**config.mk**
```make
export PLATFORM = sky130hd
export DESIGN_NAME = iob_2p_ram_rd_stream_flat
export DESIGN_NICKNAME = d
export VERILOG_FILES = /design/src/rtl/iob_2p_ram_rd_stream_pkg.sv /design/src/rtl/iob_2p_ram_rd_stream_if.sv /design/src/rtl/iob_stream_buf2.sv /design/src/rtl/iob_2p_ram_rd_stream.sv /design/src/flat_wrapper.sv
export SDC_FILE = /design/constraint.sdc
export NUM_CORES = 1
export LEC_CHECK = 0
export ABC_AREA = 0
export CORE_ASPECT_RATIO = 0.7
export CORE_UTILIZATION = 30
export CTS_CLUSTER_SIZE = 24
export DETAILED_ROUTE_END_ITERATION = 12
export MAX_ROUTING_LAYER = met4
export SYNTH_ARGS = -nofsm -noshare
export SYNTH_HDL_FRONTEND = slang
export SYNTH_SLANG_ARGS = --single-unit
```
**constraint.sdc**
```tcl
create_clock -name clk -period 3.7 [get_ports clk]
set_input_delay 1.11 -clock clk [delete_from_list [all_inputs] [get_ports clk]]
set_output_delay 1.11 -clock clk [all_outputs]
set_load 0.1 [all_outputs]
```
**src/rtl/iob_2p_ram_rd_stream_pkg.sv**
```systemverilog
// Shared definitions for the RAM read-stream engine.
//   state_t   : transfer FSM encoding (idle / issuing reads / draining buffer)
//   BUF_DEPTH : entries in the output skid buffer that absorbs RAM read latency
//   OCC_W     : width of the buffer occupancy count (0..BUF_DEPTH)
package iob_2p_ram_rd_stream_pkg;

    localparam int unsigned BUF_DEPTH = 2;
    localparam int unsigned OCC_W     = 2;

    typedef enum logic [1:0] {
        ST_IDLE  = 2'd0,
        ST_RUN   = 2'd1,
        ST_DRAIN = 2'd2
    } state_t;

endpackage

```
**src/rtl/iob_2p_ram_rd_stream_if.sv**
```systemverilog
// Valid/ready stream carrying RAM words to a consumer.
//   m_valid : word available      m_ready : consumer accepts
//   m_data  : word                m_last  : final word of the transfer
interface iob_2p_ram_rd_stream_if #(
    parameter int unsigned DATA_W = 32
);
    logic              m_valid;
    logic              m_ready;
    logic [DATA_W-1:0] m_data;
    logic              m_last;

    modport master (output m_valid, output m_data, output m_last, input m_ready);
    modport slave  (input m_valid, input m_data, input m_last, output m_ready);
endinterface

```
**src/rtl/iob_stream_buf2.sv**
```systemverilog
// Two-entry synchronous FIFO holding RAM words (with their last flag) until
// the consumer takes them.
//   clk, rst : clock, async active-high reset
//   push/din : write an entry      pop : drop the head entry
//   dout     : head entry          occ : number of valid entries
module iob_stream_buf2
    import iob_2p_ram_rd_stream_pkg::*;
#(
    parameter int unsigned W = 33
) (
    input  logic             clk,
    input  logic             rst,
    input  logic             push,
    input  logic [W-1:0]     din,
    input  logic             pop,
    output logic [W-1:0]     dout,
    output logic [OCC_W-1:0] occ
);

    logic [W-1:0] mem [BUF_DEPTH];
    logic         wr_ptr;
    logic         rd_ptr;

    // Storage, pointers and occupancy; push and pop together leave occ unchanged.
    always_ff @(posedge clk or posedge rst) begin
        if (rst) begin
            for (int i = 0; i < int'(BUF_DEPTH); i++) mem[i] <= '0;
            wr_ptr <= 1'b0;
            rd_ptr <= 1'b0;
            occ    <= '0;
        end else begin
            if (push) begin
                mem[wr_ptr] <= din;
                wr_ptr      <= ~wr_ptr;
            end
            if (pop) rd_ptr <= ~rd_ptr;
            case ({push, pop})
                2'b10:   occ <= occ + OCC_W'(1);
                2'b01:   occ <= occ - OCC_W'(1);
                default: occ <= occ;
            endcase
        end
    end

    assign dout = mem[rd_ptr];

endmodule

```
**src/rtl/iob_2p_ram_rd_stream.sv**
```systemverilog
// Reads len consecutive words (wrapping) from a registered-output RAM read
// port and streams them out with a last flag.
//   clk, rst          : clock, async active-high reset
//   start/base_addr/len: transfer command, taken only while idle
//   busy, done        : transfer in progress / one-cycle completion pulse
//   ram_r_en/addr/data: RAM read port, data valid the cycle after ram_r_en
//   m                 : output stream (valid/ready/data/last)
module iob_2p_ram_rd_stream
    import iob_2p_ram_rd_stream_pkg::*;
#(
    parameter int unsigned DATA_W = 32,
    parameter int unsigned ADDR_W = 10
) (
    input  logic                   clk,
    input  logic                   rst,
    input  logic                   start,
    input  logic [ADDR_W-1:0]      base_addr,
    input  logic [ADDR_W:0]        len,
    output logic                   busy,
    output logic                   done,
    output logic                   ram_r_en,
    output logic [ADDR_W-1:0]      ram_r_addr,
    input  logic [DATA_W-1:0]      ram_r_data,
    iob_2p_ram_rd_stream_if.master m
);

    localparam int unsigned CNT_W = ADDR_W + 1;

    state_t             state_q, state_d;
    logic [ADDR_W-1:0]  addr_q, addr_d;
    logic [CNT_W-1:0]   rd_left_q, rd_left_d;
    logic [CNT_W-1:0]   wr_left_q, wr_left_d;
    logic               done_q, done_d;
    logic               inflight_q;
    logic               inflight_last_q;

    logic               pop;
    logic               credit_ok;
    logic [OCC_W-1:0]   occ;
    logic [DATA_W:0]    head;

    assign pop = m.m_valid & m.m_ready;

    // Issue only if the word landing next cycle is guaranteed a buffer slot.
    assign credit_ok = (3'({1'b0, occ}) + 3'(inflight_q)) < (3'd2 + 3'(pop));

    // State, address and counters.
    always_ff @(posedge clk or posedge rst) begin
        if (rst) begin
            state_q         <= ST_IDLE;
            addr_q          <= '0;
            rd_left_q       <= '0;
            wr_left_q       <= '0;
            done_q          <= 1'b0;
            inflight_q      <= 1'b0;
            inflight_last_q <= 1'b0;
        end else begin
            state_q         <= state_d;
            addr_q          <= addr_d;
            rd_left_q       <= rd_left_d;
            wr_left_q       <= wr_left_d;
            done_q          <= done_d;
            inflight_q      <= ram_r_en;
            inflight_last_q <= ram_r_en && (rd_left_q == CNT_W'(1));
        end
    end

    // Next-state, read issue and completion.
    always_comb begin
        state_d   = state_q;
        addr_d    = addr_q;
        rd_left_d = rd_left_q;
        wr_left_d = pop ? (wr_left_q - CNT_W'(1)) : wr_left_q;
        done_d    = 1'b0;
        ram_r_en  = 1'b0;
        case (state_q)
            ST_IDLE: begin
                if (start) begin
                    if (len != '0) begin
                        addr_d    = base_addr;
                        rd_left_d = len;
                        wr_left_d = len;
                        state_d   = ST_RUN;
                    end else begin
                        done_d = 1'b1;
                    end
                end
            end
            ST_RUN: begin
                ram_r_en = (rd_left_q != '0) && credit_ok;
                if (ram_r_en) begin
                    addr_d    = addr_q + ADDR_W'(1);
                    rd_left_d = rd_left_q - CNT_W'(1);
                    if (rd_left_q == CNT_W'(1)) state_d = ST_DRAIN;
                end
            end
            ST_DRAIN: begin
                // Final word leaves the buffer: finish on this edge.
                if (pop && (wr_left_q == CNT_W'(1))) begin
                    done_d  = 1'b1;
                    state_d = ST_IDLE;
                end
            end
            default: state_d = ST_IDLE;
        endcase
    end

    iob_stream_buf2 #(.W(DATA_W + 1)) u_buf (
        .clk  (clk),
        .rst  (rst),
        .push (inflight_q),
        .din  ({inflight_last_q, ram_r_data}),
        .pop  (pop),
        .dout (head),
        .occ  (occ)
    );

    assign ram_r_addr = addr_q;
    assign busy       = (state_q != ST_IDLE);
    assign done       = done_q;
    assign m.m_valid  = (occ != '0);
    assign m.m_data   = head[DATA_W-1:0];
    assign m.m_last   = m.m_valid & head[DATA_W];

endmodule

```
**src/flat_wrapper.sv**
```systemverilog
// flat-port wrapper written by rule: the top's interface ports become plain ports
module iob_2p_ram_rd_stream_flat import iob_2p_ram_rd_stream_pkg::*;
#(
    parameter int unsigned DATA_W = 32,
    parameter int unsigned ADDR_W = 10
)
  (clk, rst, start, base_addr, len, busy, done, ram_r_en, ram_r_addr, ram_r_data, m_m_valid, m_m_data, m_m_last, m_m_ready);
  iob_2p_ram_rd_stream_if #(.DATA_W(DATA_W)) m_i ();
  input  logic clk;
  input  logic rst;
  input  logic start;
  input  logic [ADDR_W-1:0] base_addr;
  input  logic [ADDR_W:0] len;
  output logic busy;
  output logic done;
  output logic ram_r_en;
  output logic [ADDR_W-1:0] ram_r_addr;
  input  logic [DATA_W-1:0] ram_r_data;
  output wire logic [$bits(m_i.m_valid)-1:0] m_m_valid;
  output wire logic [$bits(m_i.m_data)-1:0] m_m_data;
  output wire logic [$bits(m_i.m_last)-1:0] m_m_last;
  input wire logic [$bits(m_i.m_ready)-1:0] m_m_ready;
  assign m_m_valid = m_i.m_valid;
  assign m_m_data = m_i.m_data;
  assign m_m_last = m_i.m_last;
  assign m_i.m_ready = m_m_ready;
  iob_2p_ram_rd_stream #(.DATA_W(DATA_W), .ADDR_W(ADDR_W)) u_core (.clk(clk), .rst(rst), .start(start), .base_addr(base_addr), .len(len), .busy(busy), .done(done), .ram_r_en(ram_r_en), .ram_r_addr(ram_r_addr), .ram_r_data(ram_r_data), .m(m_i));
endmodule
```
-- Word level (Yosys, flattened, before mapping)
Index checks and enable logic that the tools add are counted.
W data, S select, Z words.
- flip-flop bits (word level): 107
- logic and storage cells: 83
- bits of input ports: 57
- output and inout bits: 47
- eq/ne operators: 11
- mux-type cells: 30
- reduce and logical (&&, ||, !) cells: 13
- bitwise logic cells: 6
- magnitude comparators: 4
- add/subtract/negate cells: 7
- operator list (cell ; number):
    $mux W33 ; 4
    $mux W11 ; 7
    $bwmux W66 ; 1
    $demux W33 S1 ; 1
    $mux W10 ; 3
    $eq A11 B1 Y1 const B ; 2
    $pmux W11 S2 ; 1
    $reduce_bool A11 Y1 ; 2
    $sub A11 B1 Y11 const B ; 2
    $pmux W10 S2 ; 1
    $add A10 B1 Y10 const B ; 1
    $mux W2 ; 5
    $ne A2 B1 Y1 const B ; 4
    $reduce_bool A2 Y1 ; 4
    $pmux W2 S3 ; 1
    $reduce_and A5 Y1 ; 1
    $eq A2 B1 Y1 const B ; 2
    $eq A2 B2 Y1 const B ; 2
    $ge A2 B2 Y1 const B ; 2
    $logic_and A1 B1 Y1 ; 4
    $mux W1 ; 4
    $not A1 Y2 ; 2
    $pmux W2 S2 ; 1
    $reduce_and A4 Y1 ; 1
    11 further kinds ; 13

-- Logic depth before layout (Yosys ltp)
- depth in word-level cells: 7
- depth in mapped cells: 8
- depth with buffers taken out: 7

-- By module
A second synthesis with hierarchy kept.
- cell total of the unflattened synthesis: 454
- area total of the unflattened synthesis: 5435.2 um^2
- modules (own cells, without submodules) (module ; cells an instance ; area an instance (um^2) ; seq. area each (um^2) ; instances):
    iob_stream_buf2 ; 191 ; 3184.3 ; 1751.7 ; 1
    iob_2p_ram_rd_stream ; 263 ; 2250.9 ; 925.9 ; 1

-- Worst setup path before layout
Ideal clock, no wire load.
- kind: register -> output
- from: register u_core.u_buf.rd_ptr
- to: output port m_m_last
- slack: 0.294 ns
- buffers on the path: 2
- cell stages (with the launch flop): 5
- arrival time: 2.296 ns
- required time: 2.590 ns
- path through: dfrtp_1 > clkbuf_1 > buf_1 > mux2i_1 > nor2_1
- cells in the longest elaborated chain, start to end: 5
- RTL lines (what ; line ; text):
    start, declared ; iob_stream_buf2.sv:22 ; logic rd_ptr;
    start signal, assigned ; iob_stream_buf2.sv:36 ; if (pop) rd_ptr <= ~rd_ptr;
    $not A1 Y2 (not written as such) ; iob_stream_buf2.sv:45 ; assign dout = mem[rd_ptr];
    $mux W33 (not written as such) (3 in series) ; iob_stream_buf2.sv:45 ;
    $and A1 B1 Y1 ; iob_2p_ram_rd_stream.sv:123 ; assign m.m_last = m.m_valid & head[DATA_W];
    end, declared ; flat_wrapper.sv:21 ; output wire logic [$bits(m_i.m_last)-1:0] m_m_last;
Every way passes these cells. The select of a mux whose other input is x is not followed.

-- Worst setup path after layout
- from: input port m_m_ready
- to: output port ram_r_en
- cells in the longest elaborated chain, start to end: 5
- RTL lines (what ; line ; text):
    start, declared ; flat_wrapper.sv:22 ; input wire logic [$bits(m_i.m_ready)-1:0] m_m_ready;
    $and A1 B1 Y1 ; iob_2p_ram_rd_stream.sv:42 ; assign pop = m.m_valid & m.m_ready;
    named net u_core.pop ; iob_2p_ram_rd_stream.sv:37 ; logic pop;
    $add A2 B1 Y3 ; iob_2p_ram_rd_stream.sv:45 ; assign credit_ok = (3'({1'b0, occ}) + 3'(inflight_q)) < (3'd2 + 3'(pop));
    $lt A3 B3 Y1 ; iob_2p_ram_rd_stream.sv:45 ;
    $logic_and A1 B1 Y1 ; iob_2p_ram_rd_stream.sv:90 ; ram_r_en = (rd_left_q != '0) && credit_ok;
    $mux W1 ; iob_2p_ram_rd_stream.sv:76 ; case (state_q)
    end, declared ; flat_wrapper.sv:16 ; output logic ram_r_en;
The timed path passes the listed nets, and every way through them passes these cells.

==> flow_summary.html <==
<table>
<tr><th>Metric</th><th>Value</th></tr>
<tr><th colspan="2">Route</th></tr>
<tr><td>DRC violations left</td><td>0</td></tr>
<tr><td>Overall via count from detail_route</td><td>3973</td></tr>
<tr><td>Sum of routed wire length over all layers</td><td>13.3 mm</td></tr>
<tr><td>Number of nets with antenna violations after detailed routing</td><td>0</td></tr>
<tr><td>Post-DR vias/cell</td><td>4.99</td></tr>
<tr><td>Initial DRC Count</td><td>204</td></tr>
<tr><td>Drt pass-1 iters</td><td>4</td></tr>
<tr><td>Wirelength per Cell</td><td>16.8 µm</td></tr>
<tr><th colspan="2">Layout</th></tr>
<tr><td>Diode insertion count for antenna repair</td><td>0</td></tr>
<tr><td>Number of inserted filler cells in the final layout</td><td>between 1500 and 2000</td></tr>
<tr><td>Number of nets at the end of the flow</td><td>between 600 and 700</td></tr>
<tr><td>Most common cell after layout, fill and taps aside</td><td>sky130_fd_sc_hd__dfrtp_1</td></tr>
<tr><td>Layout cells sized above 1</td><td>33.1%</td></tr>
<tr><td>Area added between synthesis and finish</td><td>36.3%</td></tr>
<tr><td>Top library cells by usage in the layout, fill and taps aside</td><td>107 x sky130_fd_sc_hd__dfrtp_1, 95 x sky130_fd_sc_hd__mux2_2, 56 x sky130_fd_sc_hd__clkdlybuf4s50_1</td></tr>
<tr><th colspan="2">Yosys</th></tr>
<tr><td>Post-Syn Area</td><td>5390 µm²</td></tr>
<tr><td>Post-synthesis cell count</td><td>between 400 and 500</td></tr>
<tr><td>Post-synthesis cell type count</td><td>62</td></tr>
<tr><td>Flip-flop cell with the highest count after synthesis</td><td>sky130_fd_sc_hd__dfrtp_1</td></tr>
<tr><td>Register area share after synthesis</td><td>~50%</td></tr>
<tr><td>Total of warnings raised by yosys</td><td>0</td></tr>
<tr><td>Area share of the largest cell type after synthesis</td><td>49.7%</td></tr>
<tr><td>Top area cells in the synthesized netlist</td><td>sky130_fd_sc_hd__dfrtp_1 50%, sky130_fd_sc_hd__mux2_2 20%, sky130_fd_sc_hd__nand2_1 2.2%</td></tr>
<tr><td>Net count after synthesis</td><td>525</td></tr>
<tr><td>Total of flip-flops plus latches after synthesis</td><td>107</td></tr>
<tr><td>Mean cell area of the mapped netlist</td><td>11.7 µm²</td></tr>
<tr><td>Share of flip-flops with an asynchronous set or reset</td><td>100%</td></tr>
<tr><td>Number of enable-type register cells in the synthesized netlist</td><td>0</td></tr>
<tr><td>Post-synthesis cell type with the largest combined area</td><td>sky130_fd_sc_hd__dfrtp_1</td></tr>
<tr><th colspan="2">GRT</th></tr>
<tr><td>Pin count of the biggest net entering global routing</td><td>108</td></tr>
<tr><td>Initial antenna violation count</td><td>0</td></tr>
<tr><td>Overflow left after global routing</td><td>0</td></tr>
<tr><td>Global-route wire length before repair</td><td>22.0 mm</td></tr>
<tr><td>Overall routing resource usage</td><td>roughly 16%</td></tr>
<tr><td>Number of global-route vias before repair</td><td>approximately 4200</td></tr>
<tr><th colspan="2">Timing</th></tr>
<tr><td>Setup TNS</td><td>0 ps</td></tr>
<tr><td>Fmax</td><td>0.285 GHz</td></tr>
<tr><td>Final worst-path cycle share</td><td>~95%</td></tr>
<tr><td>RSZ-0062 raised after global routing</td><td>false</td></tr>
<tr><td>Worst max-slew margin expressed relative to the limit</td><td>38.1%</td></tr>
<tr><td>Transition time of the tightest slew-check pin</td><td>929 ps</td></tr>
<tr><td>Final Hold Violating Endpoints</td><td>0</td></tr>
<tr><td>Count of final setup violators</td><td>0</td></tr>
<tr><td>Setup skew after layout</td><td>7.77 ps</td></tr>
<tr><td>Number of pins exceeding their max-slew limit in the final report</td><td>0</td></tr>
<tr><td>Post-layout min period</td><td>3510 ps</td></tr>
<tr><th colspan="2">Setup path</th></tr>
<tr><td>Arr. time, crit path</td><td>2400 ps</td></tr>
<tr><td>Start of the worst register-to-register path</td><td>u_core.u_buf.occ[0]</td></tr>
<tr><td>Crit path from</td><td>m_m_ready</td></tr>
<tr><td>Worst Setup End Kind</td><td>primary output</td></tr>
<tr><td>WS Path Type</td><td>in2out</td></tr>
<tr><td>Critical Path Source Type</td><td>input port</td></tr>
<tr><td>Crit-path max FO</td><td>5</td></tr>
<tr><td>Required time of the critical path</td><td>about 2600 ps</td></tr>
<tr><th colspan="2">Placement</th></tr>
<tr><td>Detailed Place HPWL</td><td>9.41 mm</td></tr>
<tr><td>Routability Congestion</td><td>0.870</td></tr>
<tr><td>Input/output buffers</td><td>103</td></tr>
<tr><th colspan="2">Floorplan</th></tr>
<tr><td>Number of primary I/O pins</td><td>around 100</td></tr>
<tr><td>Chip Height</td><td>114 µm</td></tr>
<tr><td>Num rows</td><td>40</td></tr>
<tr><td>Initial Util</td><td>31.0%</td></tr>
<tr><td>Die area</td><td>roughly 18000 µm²</td></tr>
<tr><td>Die X</td><td>162 µm</td></tr>
<tr><td>Core region area</td><td>17400 µm²</td></tr>
<tr><th colspan="2">Clock tree</th></tr>
<tr><td>Latest clock arrival within the worst-skew pair</td><td>approximately 350 ps</td></tr>
<tr><td>Clock buffer count from CTS</td><td>9</td></tr>
<tr><td>Clk root buf</td><td>sky130_fd_sc_hd__clkbuf_16</td></tr>
<tr><td>TritonCTS Sinks</td><td>approximately 110</td></tr>
<tr><td>Cts-stage hold buffer count</td><td>0</td></tr>
<tr><td>Clock buffer depth</td><td>2</td></tr>
<tr><td>Clock-pin slew reported for the worst setup and hold paths after clock tree synthesis</td><td>70 ps</td></tr>
<tr><td>Post-CTS repair timing setup buffer count</td><td>0</td></tr>
<tr><td>Cells resized by post-CTS repair</td><td>0</td></tr>
<tr><td>Clock tree from TritonCTS</td><td>built</td></tr>
<tr><td>Deepest level of the CTS H-tree</td><td>3</td></tr>
<tr><th colspan="2">Job</th></tr>
<tr><td>Reported max-cap violation count</td><td>0</td></tr>
<tr><th colspan="2">Min path</th></tr>
<tr><td>Type of the worst min-delay path</td><td>reg2reg</td></tr>
<tr><td>Worst min-delay path startpoint</td><td>u_core.u_buf.wr_ptr</td></tr>
<tr><th colspan="2">Run status</th></tr>
<tr><td>Result of the run</td><td>finished, final reports clean</td></tr>
</table>
cells by family (layout without fill, tap and decap cells):
family	after synthesis	in the layout	share of synthesized area (%)
AO/OA/AOI/OAI	88	88	11.1
XOR/XNOR	15	15	2.44
adder cells (fa/ha/maj)	9	9	2.09
buffers and inverters	37	143	3.11
flip-flops	107	107	49.7
multiplexers	101	101	21.1
AND/OR/NAND/NOR	102	102	10.5
worst paths after layout:
path | end | slack (ps) | cells after the start
max | ram_r_en | 190 | 7
max in group asynchronous | u_core.u_buf.mem[63] | 1970 | 3
min | u_core.u_buf.wr_ptr | 490 | 1
max reg2reg | u_core.rd_left_q[4] | 1460 | 7
min in group asynchronous | u_core.u_buf.mem[5] | 1250 | 3
min reg2reg | u_core.u_buf.wr_ptr | 490 | 1
critical path: stages:
cell	delay, ps
sky130_fd_sc_hd__clkdlybuf4s50_1	500
sky130_fd_sc_hd__o21ai_4	80
sky130_fd_sc_hd__inv_4	90
sky130_fd_sc_hd__o2bb2ai_4	160
sky130_fd_sc_hd__nand3_1	140
sky130_fd_sc_hd__inv_1	130
sky130_fd_sc_hd__buf_12	180
final cells by class:
cell class / count / area [µm²] / share of cell area, %
multi-input combinational: 315 / 2540 / 34.7
inverter: 15 / 62.6 / 0.853
clock inverter: 6 / 93.8 / 1.28
timing repair buffer: 112 / 1430 / 19.5
sequential: 107 / 2680 / 36.5
clock buffer: 10 / 239 / 3.26
tap: 231 / 289 / 3.94
routing by layer:
layer / GRT usage (%) / share of wire [%]
met3: 4.13 / 6.0
met2: 22.5 / 44
met4: 5.22 / 1.7
met5: - / 0
met1: 21.9 / 48
cell usage after synthesis (2+ instances only):
cell / count
sky130_fd_sc_hd__dfrtp_1: 107
sky130_fd_sc_hd__mux2_2: 95
sky130_fd_sc_hd__nand2_1: 31
sky130_fd_sc_hd__o21ai_1: 23
sky130_fd_sc_hd__nor2_1: 19
sky130_fd_sc_hd__a21oi_1: 18
sky130_fd_sc_hd__inv_1: 14
sky130_fd_sc_hd__a31oi_1: 13
sky130_fd_sc_hd__buf_2: 9
sky130_fd_sc_hd__ha_1: 9
sky130_fd_sc_hd__nand3_1: 9
sky130_fd_sc_hd__xor2_1: 9
sky130_fd_sc_hd__clkbuf_1: 6
sky130_fd_sc_hd__nor3_1: 6
sky130_fd_sc_hd__o21ai_0: 6
sky130_fd_sc_hd__xnor2_1: 6
sky130_fd_sc_hd__nand2b_1: 5
sky130_fd_sc_hd__nand4_1: 5
sky130_fd_sc_hd__buf_1: 4
sky130_fd_sc_hd__nor4_1: 4
sky130_fd_sc_hd__a21o_1: 3
sky130_fd_sc_hd__a31o_2: 3
sky130_fd_sc_hd__and3_1: 3
sky130_fd_sc_hd__mux2_1: 3
sky130_fd_sc_hd__mux2i_1: 3
sky130_fd_sc_hd__nand3b_1: 3
sky130_fd_sc_hd__or3_1: 3
sky130_fd_sc_hd__buf_4: 2
sky130_fd_sc_hd__nor2b_1: 2
sky130_fd_sc_hd__nor4_2: 2
sky130_fd_sc_hd__o22ai_1: 2
sky130_fd_sc_hd__o31ai_1: 2
state kept, by name, indices dropped and copies added (netlist names):
register,count
u_core.done,1
u_core.rd_left_q,11
u_core.ram_r_addr,10
u_core.u_buf.rd_ptr,1
u_core.u_buf.occ,2
u_core.u_buf.mem,66
u_core.inflight_last_q,1
u_core.wr_left_q,11
u_core.u_buf.wr_ptr,1
u_core.state_q,2
u_core.inflight_q,1
through the flow:
stage               util [%]  setup slack (ps)  cells  hold slack (ps)  cell area, µm²
detailed placement      40.3               181    780              477            7010
finish                  42.3               190    796              486            7340
floorplan                  -               294    459              454            5390
CTS                     42.3               179    796              490            7340
global route            42.3               126    796              514            7340
global placement        40.3               176    780              468            7010
Power is not shown: default switching activity piles up to over one toggle a cycle in this logic, so the estimate is an artifact.
